<file path="src/rtl/onn_pkg.sv">
// Shared oscillator-network constants, readout FSM states and frame length.
// Frame length depends on PHI_TX_PARITY_EN (appends an even-parity bit).
package onn_pkg;

   localparam int N_NEURON = 15;
   localparam int PHI_W    = 4;
   localparam int VW       = N_NEURON * PHI_W;

   typedef enum logic [1:0] {
      IDLE  = 2'd0,
      ARM   = 2'd1,
      SHIFT = 2'd2
   } tx_state_e;

   function automatic int frame_len();
`ifdef PHI_TX_PARITY_EN
      return VW + 1;
`else
      return VW;
`endif
   endfunction

   localparam int FRAME_LEN = frame_len();
   localparam int BCNT_W    = $clog2(FRAME_LEN + 1);

endpackage

</file>
<file path="src/rtl/phi_stable_filter.sv">
// Saturating run-length counter on steady; hit_o marks the cycle whose edge
// completes STABLE_CYC consecutive steady samples while enabled.
module phi_stable_filter #(
   parameter int STABLE_CYC = 4,
   parameter int CNT_W      = 4
) (
   input  logic clk_i,
   input  logic rst_ni,
   input  logic en_i,
   input  logic steady_i,
   output logic hit_o
);

   logic [CNT_W-1:0] cnt_q, cnt_d;

   // Disabled or a dropped steady restarts the run from zero.
   always_comb begin
      cnt_d = '0;
      if (en_i && steady_i) begin
         cnt_d = (cnt_q == CNT_W'(STABLE_CYC)) ? cnt_q : cnt_q + 1'b1;
      end
   end

   assign hit_o = en_i && steady_i && (cnt_q == CNT_W'(STABLE_CYC - 1));

   always_ff @(posedge clk_i or negedge rst_ni) begin
      if (!rst_ni) begin
         cnt_q <= '0;
      end else begin
         cnt_q <= cnt_d;
      end
   end

endmodule

</file>
<file path="src/rtl/phi_readout_tx.sv">
// Serial readout of the settled phase vector in bit-plus-load framing.
// PHI_TX_PARITY_EN appends an even-parity bit after the last phase bit.
module phi_readout_tx
   import onn_pkg::*;
#(
   parameter int STABLE_CYC = 4
) (
   input  logic          sclk,
   input  logic          re_n,
   input  logic          tx_req,
   input  logic          steady,
   input  logic          inconsistant,
   input  logic [0:VW-1] phi_in,
   output logic          tx_bit,
   output logic          tx_load,
   output logic          tx_busy,
   output logic          tx_done,
   output logic          tx_err,
   output tx_state_e     state_dbg
);

   tx_state_e         state_q, state_d;
   logic [0:VW-1]     shadow_q, shadow_d;
   logic [BCNT_W-1:0] bcnt_q, bcnt_d;
   logic              pend_q, pend_d;
   logic              bit_q, bit_d, load_q, load_d, busy_q, busy_d;
   logic              done_q, done_d, err_q, err_d;
   logic              stable_hit, frame_bit;

   phi_stable_filter #(
      .STABLE_CYC(STABLE_CYC),
      .CNT_W     (4)
   ) u_filter (
      .clk_i   (sclk),
      .rst_ni  (re_n),
      .en_i    (state_q == ARM),
      .steady_i(steady),
      .hit_o   (stable_hit)
   );

   always_comb begin
      frame_bit = 1'b0;
      if (bcnt_q < BCNT_W'(VW)) begin
         frame_bit = shadow_q[bcnt_q];
      end
`ifdef PHI_TX_PARITY_EN
      else begin
         frame_bit = ^shadow_q;
      end
`endif
   end

   always_comb begin
      state_d  = state_q;
      shadow_d = shadow_q;
      bcnt_d   = bcnt_q;
      pend_d   = pend_q;
      bit_d    = 1'b0;
      load_d   = 1'b0;
      done_d   = 1'b0;
      err_d    = 1'b0;
      busy_d   = 1'b0;
      unique case (state_q)
         IDLE: begin
            if (tx_req) state_d = ARM;
         end
         ARM: begin
            // Inconsistency wins over a capture landing on the same edge.
            if (inconsistant) begin
               err_d   = 1'b1;
               state_d = IDLE;
            end else if (stable_hit) begin
               shadow_d = phi_in;
               bit_d    = phi_in[0];
               load_d   = 1'b1;
               bcnt_d   = BCNT_W'(1);
               state_d  = SHIFT;
            end
         end
         SHIFT: begin
            if (bcnt_q == BCNT_W'(FRAME_LEN)) begin
               done_d  = 1'b1;
               bcnt_d  = '0;
               pend_d  = 1'b0;
               state_d = (pend_q || tx_req) ? ARM : IDLE;
            end else begin
               bit_d  = frame_bit;
               load_d = 1'b1;
               bcnt_d = bcnt_q + 1'b1;
               pend_d = pend_q | tx_req;
            end
         end
         default: state_d = IDLE;
      endcase
      busy_d = (state_d != IDLE);
   end

   always_ff @(posedge sclk or negedge re_n) begin
      if (!re_n) begin
         state_q  <= IDLE;
         shadow_q <= '0;
         bcnt_q   <= '0;
         pend_q   <= 1'b0;
         bit_q    <= 1'b0;
         load_q   <= 1'b0;
         busy_q   <= 1'b0;
         done_q   <= 1'b0;
         err_q    <= 1'b0;
      end else begin
         state_q  <= state_d;
         shadow_q <= shadow_d;
         bcnt_q   <= bcnt_d;
         pend_q   <= pend_d;
         bit_q    <= bit_d;
         load_q   <= load_d;
         busy_q   <= busy_d;
         done_q   <= done_d;
         err_q    <= err_d;
      end
   end

   assign tx_bit    = bit_q;
   assign tx_load   = load_q;
   assign tx_busy   = busy_q;
   assign tx_done   = done_q;
   assign tx_err    = err_q;
   assign state_dbg = state_q;

endmodule

</file>
<file path="config.mk">
export PLATFORM = sky130hd
export DESIGN_NAME = phi_readout_tx
export DESIGN_NICKNAME = d
export VERILOG_FILES = /design/src/rtl/onn_pkg.sv /design/src/rtl/phi_stable_filter.sv /design/src/rtl/phi_readout_tx.sv
export SDC_FILE = /design/constraint.sdc
export NUM_CORES = 1
export LEC_CHECK = 0
export CAP_MARGIN = 0
export CORE_MARGIN = 2
export CORE_UTILIZATION = 47
export CTS_CLUSTER_DIAMETER = 60
export DETAILED_ROUTE_END_ITERATION = 7
export PLACE_DENSITY = 0.76
export SLEW_MARGIN = 10
export SYNTH_ARGS = -nofsm -noshare
export SYNTH_HDL_FRONTEND = slang
export SYNTH_SLANG_ARGS = --single-unit
</file>
<file path="constraint.sdc">
create_clock -name sclk -period 1.8 [get_ports sclk]
set_input_delay 0.18 -clock sclk [delete_from_list [all_inputs] [get_ports sclk]]
set_output_delay 0.18 -clock sclk [all_outputs]
set_load 0.05 [all_outputs]
</file>
==> metrics.txt <==
Post-Syn Instances 399; Site Rows 32; number of port buffers 71; Post-Syn Area around 3700 sq um; Least-Margin Pin Slew between 500 and 600 ps; CTS Buffer Depth 2; Power Dens Cells between 900 and 1000 nW/um^2; vias per inst ~5.3; RSZ-0062 raised after global routing true; Setup Viol. Count Final 2; Synth Flop Type dfrtp_1; Synth async-reset ratio 1.00; Tmin final roughly 1900 ps; routability cong. approximately 0.97; clock skew 6.45 ps; clk_lat worst skew between 300 and 400 ps; clock tree from TritonCTS done; Die Height about 93 microns; final cycle utilization of the critical path 1.08; max-cap violation count 0; EDFF count, synth 0; Max FO, Critical Path 5; hold crit path type in2async; top-area cell type share of the netlist area 0.521; total die area about 8700 sq um; Cell Chain, Critical Path buf_6 > mux4_2 > mux4_2 > nor3_2 > o32ai_1; Ys Warns 0; Crit path largest cell delay roughly 500 ps; synth unique cells 43; pre-CTS setup slack -122 ps; Initial Utilization 0.485; LEAKAGE roughly 2.6 nW; delay-heaviest family, CP multiplexers; Final ANT Viol Nets 0; n_diodes 0; most used cell along the critical path mux4_2; critical path class reg2reg; gr usage total 0.207; status finished with violations; failing checks setup timing; area leader, netlist dfrtp_1; total routed wirelength between 8000 and 9000 microns; Peak Freq roughly 520 MHz; Die Width slightly above 90 microns; WL per Instance between 10 and 15 microns; Syn-to-layout area delta 35.0%; root buffer cell clkbuf_8; CP bufs+invs 1; Worst EP required approximately 2000 ps; hpwl dp roughly 6100 microns; Placed Area between 4000 and 5000 sq um; DRT iter0 DRCs 272; post-synthesis sequential area ratio 0.521; post-route cell area about 5000 sq um; Worst VDD drop 378 uV; Clock transition at path regs about 80 ps; global-route wire length before repair between 10000 and 15000 microns; H-tree depth reported by CTS 3; vias in the first global route ~3200; TNS Setup -140 ps; FF+latch count, synth 78; share of layout cells above drive strength 1 0.147; Overall Power 0.00467 W; CP endpoint kind register; Worst path slowest cell mux4_2; final worst setup slack -139 ps; IO Pins 72; max_slew headroom 0.661; fin. max-slew vios 0; Mean Syn Cell Area between 9 and 10 sq um; First-pass DRT Iterations 4; CP Data Arrival Time between 2000 and 2500 ps; most common cell in the netlist nand2_1; Vias ~3200; final net count ~560; final hold violations 0; core region area 7730 sq um; largest net degree at the start of global routing slightly above 40; post-synth net total between 400 and 500; top post-synthesis cells by area dfrtp_1 52%, nand2_1 19%, mux4_1 5.6%; CTS Buf Count 9; Clock Sinks 78; Startpoint Class register; Post-synth top cells 187 x nand2_1, 78 x dfrtp_1, 11 x clkbuf_1, 11 x nor2_1, 10 x o21ai_0; GR Overflow Total 0; initial antenna violation count 0; # DRC 0
cells by family (layout without fill, tap and decap cells):
| group | after synthesis | count (layout) | share of synthesized area |
|---|---|---|---|
| adder cells (fa/ha/maj) | 8 | 8 | 0.0267 |
| AO/OA/AOI/OAI | 35 | 35 | 0.0641 |
| buffers and inverters | 29 | 126 | 0.0341 |
| XOR/XNOR | 1 | 1 | 0.00234 |
| AND/OR/NAND/NOR | 226 | 226 | 0.244 |
| flip-flops | 78 | 78 | 0.521 |
| multiplexers | 22 | 22 | 0.108 |
registers in the layout, indices dropped and copies added, names as in the netlist:
register,flops
tx_busy,1
state_dbg,2
pend_q,1
tx_done,1
tx_bit,1
bcnt_q,6
tx_load,1
tx_err,1
shadow_q,60
u_filter.cnt_q,4
power by group:
group          leakage, nW  internal [W]  switching (W)
combinational         1.38      0.000550       0.000517
clock                0.106      0.000779       0.000634
sequential            1.06       0.00202       0.000165
total                 2.55       0.00335        0.00132
path summary, 6_finish.rpt:
path | start | to | slack (ps) | depth (start not counted)
hold reg to reg | shadow_q[51]$_DFFE_PN0P_ | shadow_q[51]$_DFFE_PN0P_ | 480 | 2
setup / recovery | bcnt_q[0]$_DFFE_PN0P_ | tx_bit$_DFF_PN0_ | -140 | 5
hold / removal | re_n | shadow_q[54]$_DFFE_PN0P_ | 270 | 2
setup reg to reg | bcnt_q[0]$_DFFE_PN0P_ | tx_bit$_DFF_PN0_ | -140 | 5
max in group asynchronous | re_n | state_dbg[0]$_DFF_PN0_ | 980 | 3
min in group sclk | phi_in[10] | shadow_q[10]$_DFFE_PN0P_ | 350 | 3
area by class of cell:
| cell class | instances | area [sq um] |
|---|---|---|
| Sequential cell | 78 | 1950 |
| Clock inverter | 6 | 86.3 |
| Fill cell | 617 | 2670 |
| Multi-Input combinational cell | 292 | 1720 |
| Tap cell | 102 | 128 |
| Inverter | 9 | 46.3 |
| Timing Repair Buffer | 101 | 996 |
| Clock buffer | 10 | 128 |
placed cells by master (no fill, tap or decap), types with 2 or more instances in the layout:
| master | count |
|---|---|
| nand2_2 | 2 |
| nand3_1 | 8 |
| nand2_1 | 185 |
| and3_1 | 2 |
| mux2_2 | 3 |
| a22o_1 | 2 |
| o31ai_1 | 3 |
| dfrtp_2 | 2 |
| clkdlybuf4s50_1 | 69 |
| mux2i_1 | 7 |
| nand2b_1 | 2 |
| ha_2 | 2 |
| buf_6 | 4 |
| nor2b_1 | 2 |
| o21ai_0 | 8 |
| o22ai_1 | 2 |
| nor2_1 | 10 |
| clkinv_2 | 2 |
| buf_12 | 2 |
| a21oi_1 | 4 |
| a311o_1 | 2 |
| bufinv_16 | 2 |
| a311oi_1 | 2 |
| inv_1 | 6 |
| mux4_2 | 7 |
| buf_4 | 23 |
| o21ai_1 | 2 |
| clkbuf_8 | 9 |
| nor3_1 | 5 |
| mux4_1 | 5 |
| ha_1 | 5 |
| dfrtp_1 | 76 |
repair_timing:
| action | in CTS | in global routing |
|---|---|---|
| endpoints found under the setup margin | 1 | 45 |
| setup buffers | 0 | 6 |
| hold buffers | 1 | 0 |
| endpoints found under the hold margin | 25 | 0 |
| pin swaps | 0 | 8 |
| cloned | 0 | 1 |
| resized for setup | 2 | 21 |
per-stage QoR:
stage	utilization	cells	hold slack, ps
after CTS	0.638	591	276
after detailed placement	0.608	574	119
after global placement	0.608	574	117
final	0.654	598	273
after floorplan	-	399	-116
after global routing	0.654	598	321
worst register-to-register path, cell delays in order (launching register included):
cell     delay [ps]
dfrtp_1         380
buf_6           140
mux4_2          490
mux4_2          500
nor3_2          210
o32ai_1          90
metal layers:
| metal | wire length, microns | vias to the layer above | GRT usage |
|---|---|---|---|
| met5 | 0 | - | 0 |
| met4 | 184 | 0 | 0.0833 |
| met3 | 476 | 19 | 0.0387 |
| met2 | 4320 | 100 | 0.347 |
| met1 | 3640 | 1531 | 0.267 |
| li1 | - | 1504 | - |
(Power assumes the default switching activity.)
